### src/rtl/dp_mac_seq.sv
// Sequential signed dot-product engine: streams element/weight pairs through an
// external shared multiplier and accumulates the products into a wide sum.
module dp_mac_seq #(
  parameter int SWIDTH = 64,
  parameter int LWIDTH = 7,
  parameter int CNTW   = 10,
  localparam int AWIDTH = SWIDTH + LWIDTH + CNTW
) (
  input  logic                       clk,
  input  logic                       rst,
  input  logic                       start,
  input  logic [CNTW-1:0]            len,
  output logic                       busy,
  input  logic                       in_valid,
  output logic                       in_ready,
  input  logic [SWIDTH-1:0]          indataS,
  input  logic [LWIDTH-1:0]          indataL,
  output logic [SWIDTH-1:0]          mul_a,
  output logic [LWIDTH-1:0]          mul_b,
  input  logic [SWIDTH+LWIDTH-1:0]   mul_p,
  output logic                       out_valid,
  input  logic                       out_ready,
  output logic [AWIDTH-1:0]          outdata
);

  localparam int PWIDTH = SWIDTH + LWIDTH;
  localparam logic [CNTW-1:0] CNT_ONE  = {{(CNTW-1){1'b0}}, 1'b1};
  localparam logic [CNTW-1:0] CNT_ZERO = {CNTW{1'b0}};

  typedef enum logic [1:0] {IDLE = 2'd0, RUN = 2'd1, DRAIN = 2'd2, DONE = 2'd3} state_t;

  state_t                  state, state_nxt;
  logic [CNTW-1:0]         len_q;
  logic [CNTW-1:0]         count;
  logic [PWIDTH-1:0]       prod;
  logic                    prod_vld;
  logic [AWIDTH-1:0]       acc;
  logic                    accept;
  logic                    last_beat;

  assign in_ready  = (state == RUN) && (count < len_q);
  assign accept    = in_valid && in_ready;
  assign last_beat = accept && (count == (len_q - CNT_ONE));

  // Multiplier operands are gated to zero unless a beat can be taken.
  assign mul_a = in_ready ? indataS : {SWIDTH{1'b0}};
  assign mul_b = in_ready ? indataL : {LWIDTH{1'b0}};

  assign busy      = (state != IDLE);
  assign out_valid = (state == DONE);
  assign outdata   = acc;

  // Next-state decode
  always_comb begin
    state_nxt = state;
    case (state)
      IDLE: begin
        if (start) begin
          state_nxt = (len == CNT_ZERO) ? DONE : RUN;
        end else begin
          state_nxt = IDLE;
        end
      end
      RUN: begin
        if (last_beat) begin
          state_nxt = DRAIN;
        end else begin
          state_nxt = RUN;
        end
      end
      DRAIN: state_nxt = DONE;
      DONE: begin
        if (out_ready) begin
          state_nxt = IDLE;
        end else begin
          state_nxt = DONE;
        end
      end
      default: state_nxt = IDLE;
    endcase
  end

  // State, beat counter, product pipeline register and accumulator
  always_ff @(posedge clk) begin
    if (rst) begin
      state    <= IDLE;
      len_q    <= CNT_ZERO;
      count    <= CNT_ZERO;
      prod     <= {PWIDTH{1'b0}};
      prod_vld <= 1'b0;
      acc      <= {AWIDTH{1'b0}};
    end else begin
      state    <= state_nxt;
      prod_vld <= accept;
      if (accept) begin
        prod <= mul_p;
      end
      if ((state == IDLE) && start) begin
        len_q <= len;
        count <= CNT_ZERO;
        acc   <= {AWIDTH{1'b0}};
      end else begin
        if (accept) begin
          count <= count + CNT_ONE;
        end
        // Product is one cycle behind acceptance; DRAIN absorbs the last one.
        if (prod_vld) begin
          acc <= acc + {{CNTW{prod[PWIDTH-1]}}, prod};
        end
      end
    end
  end

endmodule

### config.mk
export PLATFORM = sky130hd
export DESIGN_NAME = dp_mac_seq
export DESIGN_NICKNAME = d
export VERILOG_FILES = /design/src/rtl/dp_mac_seq.sv
export SDC_FILE = /design/constraint.sdc
export NUM_CORES = 1
export LEC_CHECK = 0
export ABC_AREA = 1
export CORE_MARGIN = 3
export CORE_UTILIZATION = 32
export CTS_CLUSTER_SIZE = 30
export DETAILED_ROUTE_END_ITERATION = 10
export PLACE_DENSITY = 0.54
export SLEW_MARGIN = 20
export SYNTH_ARGS = -nofsm -noshare
export SYNTH_HDL_FRONTEND = slang
export SYNTH_SLANG_ARGS = --single-unit
### constraint.sdc
create_clock -name clk -period 3 [get_ports clk]
set_clock_uncertainty 0.2 [all_clocks]
set_input_delay 0.6 -clock clk [delete_from_list [all_inputs] [get_ports clk]]
set_output_delay 0.6 -clock clk [all_outputs]
set_load 0.03 [all_outputs]
==> metrics.yaml <==
final_layout:
  nNetsFinal: 3138
  num_antenna_cells: 0
  drive_above_1_share_pct: 11.82
  syn_to_final_growth_pct: 38.99
floorplanning:
  fp.coreArea_um2: 44510
  design.die.area_um2: 47930
  io_pins: 312
  die_x_um: 218.9
  num_rows: 77
  die_y_um: 218.9
  initial_utilization_pct: 32.59
worst_setup_path:
  worstSetupPathType: "reg -> out"
  timing.rr.end: "outdata[58]$_SDFFE_PP0P_"
  cp_top_family: "buffers and inverters"
  cp.depth: 10
  regToRegSetupSlack_ns: 0.11
  arrival_ns: 2.26
  reg2reg_from: "outdata[25]$_SDFFE_PP0P_"
  critPathCapture: "mul_b[0]"
  required_ns: 2.20
  worstPathCellList: "inv_2 > ha_4 > a21oi_2 > o21a_1 > nand4_4 > buf_12 > buf_8 > clkbuf_16 > nor2_4 > buf_6"
  r2r_cells: 12
  cp_slowest_cell: "dfxtp_2"
  worst-path-max-fanout: 5
  worst-path-buf-inv: 5
  cp-start-kind: "register"
  cp-end-kind: "primary output"
  critPathMaxStageDelay_ns: 0.35
  cp-startpoint: "len_q[9]$_SDFFE_PP0P_"
drt:
  routed_wl_um: 64170
  drtIter0Drc: 1170
  routedWlPerCell_um: 18.37
  antenna_left: 0
  via_count: 16830
  first_pass_iters: 5
  drc: 0
  via_per_inst: 4.818
global_route:
  grtUsageTotal_pct: 26.22
  grt_pass1_wl_um: 95400
  grt_antenna_before_repair: 3
  grt_max_degree: 81
  overflow: 0
  grt_pass1_vias: 16170
job:
  drv_cap: 0
place:
  dp_hpwl_um: 51640
  pre_cts_ws_ns: 0.009978
  gp_congestion: 1.006
  io_buffers: 311
synth:
  avgSynthCellArea_um2: 5.709
  synth_seq_area_share_pct: 24.15
  syn_nets: 2791
  synth_adder_area_share_pct: 8.072
  synth_compound_area_share_pct: 14.28
  synth_area_leader_cell: "dfxtp_1"
  async_flop_share_pct: 0
  synthTopCellsByArea: "dfxtp_1 (24%), nand2_1 (15%), nor2_1 (15%), inv_1 (11%), ha_1 (7.9%)"
  yosys-top-cells-count: "nand2_1 (577), nor2_1 (561), inv_1 (443)"
  synth_edf_count: 0
  synth_ff_type: "dfxtp_1"
  yosysTopAreaCellShare_pct: 24.15
  synth_seq_cells: 175
  synthSimpleGateAreaFrac_pct: 37.11
  yosysWarnings: 0
  yosys.area_share.xor_xnor_pct: 3.139
  syn-cell-area_um2: 14510
  syn_inst: 2541
  synth_top_family_by_area: "simple AND/OR/NAND/NOR gates"
  muxShareOfSynthArea_pct: 0
  synth_most_common_cell: "nand2_1"
  synthDistinctLibCells: 45
sta:
  fmax_mhz: 327.0
  fin_ws_ns: -0.05795
  setup_violations: 37
  period_minus_slack_ns: 3.058
  slew_headroom_pct: 55.93
  finalCritPeriodShare_pct: 101.9
  rsz0062_at_grt: "yes"
  finalHoldViolCount: 0
  worst_pin_slew_ns: 0.6550
  drv_slew: 0
clock_network:
  clock_path_buffers: 2
  clock_latency_ns: 0.49
  cts_buffers: 17
  clkSlewWorstSetupHoldPaths_ns: 0.07
  cts_tree: "built"
  cts.sinks: 175
  cts_max_level: 4
  cts_root_buffer: "clkbuf_16"
worst_hold_path:
  hold_class: "reg -> reg"
power_and_ir_drop:
  p_leak_nw: 9.978
  p_per_area_nw_per_um2: 326.7
  total_power_w: 0.006588
  max-vdd-ir-drop_mv: 0.3589
status:
  outcome: "finished with violations"
  violations: "setup timing"
==> through the flow <==
step                      cells  hold slack (ns)  utilization (%)  cell area (um2)  setup TNS [ns]
after floorplan            2541           0.2782                -            14510               0
after global placement     3436           0.2708            41.40            18430               0
after detailed placement   3436           0.2870            41.40            18430               0
after CTS                  3489           0.3003            44.47            19790          -2.446
after global routing       3493           0.3233            45.30            20160          -6.149
final                      3493           0.2986            45.30            20160          -1.038
==> routing by layer <==
metal | up-vias | global-route usage, % | share of wire [%]
met5 | - | 0 | 0
met4 | 0 | 7.237 | 2.0
met3 | 62 | 3.988 | 5.4
met2 | 447 | 42.73 | 46
met1 | 7744 | 36.01 | 46
li1 | 8575 | - | -
==> worst min path at each step <==
| stage | start | end | slack, ns | cells past startpoint |
|---|---|---|---|---|
| 4_1_cts | outdata[0]$_SDFFE_PP0P_ | outdata[0]$_SDFFE_PP0P_ | 0.30 | 2 |
| 6_report | outdata[80]$_SDFFE_PP0P_ | outdata[80]$_SDFFE_PP0P_ | 0.30 | 2 |
| 3_5_place_dp | outdata[0]$_SDFFE_PP0P_ | outdata[0]$_SDFFE_PP0P_ | 0.29 | 2 |
| 5_1_grt | len_q[4]$_SDFFE_PP0P_ | len_q[4]$_SDFFE_PP0P_ | 0.32 | 2 |
| 2_1_floorplan | prod[42]$_SDFFE_PP0P_ | prod[42]$_SDFFE_PP0P_ | 0.28 | 2 |
| 3_3_place_gp | outdata[0]$_SDFFE_PP0P_ | outdata[0]$_SDFFE_PP0P_ | 0.27 | 2 |
==> state kept, by name (all words and copies together), names as in the netlist <==
name,cells
outdata,81
prod,71
count,10
len_q,10
state,2
prod_vld,1
==> layout make-up <==
cell class	count	area, um2
clock buffers	19	452.9
fillers	4813	24350
clock inverters	13	137.6
well taps	592	740.7
inverters	448	1684
repair buffers	387	4008
multi-input cells	1859	9602
flip-flops and latches	175	3540
==> placed cells by master (no fill, tap or decap), types with 8 or more instances in the layout <==
| cell | n |
|---|---|
| o21ai_1 | 8 |
| clkbuf_16 | 20 |
| ha_1 | 83 |
| o21ai_0 | 180 |
| xor2_1 | 45 |
| buf_12 | 10 |
| clkdlybuf4s50_1 | 239 |
| inv_1 | 432 |
| inv_2 | 13 |
| nand3_1 | 98 |
| nor3_1 | 19 |
| ha_4 | 9 |
| nor2_2 | 40 |
| nand2_2 | 15 |
| buf_4 | 78 |
| buf_6 | 47 |
| dfxtp_1 | 156 |
| dfxtp_2 | 14 |
| nor2_4 | 40 |
| nand4_1 | 24 |
| nor2_1 | 500 |
| a21oi_1 | 138 |
| nand2_1 | 571 |
| o21bai_1 | 21 |
==> cell families (layout without fill, tap and decap cells) <==
family / after synthesis / after routing
AND/OR/NAND/NOR: 1329 / 1329
buffers and inverters: 507 / 867
flip-flops: 175 / 175
adder cells (fa/ha/maj): 93 / 93
AO/OA/AOI/OAI: 385 / 385
XOR/XNOR: 52 / 52
==> worst min-delay path, cell delays in order, from the launching register on <==
cell and delay (ns):
dfxtp_1 0.33, nand2_1 0.07, a21oi_1 0.06
==> timing repair <==
item                       4_1_cts  5_1_grt
setup endpoints to repair       71       93
pin swaps                       12        3
setup buffers                   15        1
hold buffers                     0        0
gates resized for setup        159       65
gates cloned                     6        3
==> power breakdown <==
part	total [W]	switching, W	internal [W]	leakage, nW
clock network	0.00232	0.00105	0.00127	0.286
registers	0.00252	0.0000917	0.00243	1.43
logic	0.00175	0.000982	0.000766	8.26
No activity file was read; power rests on OpenSTA's default activity.
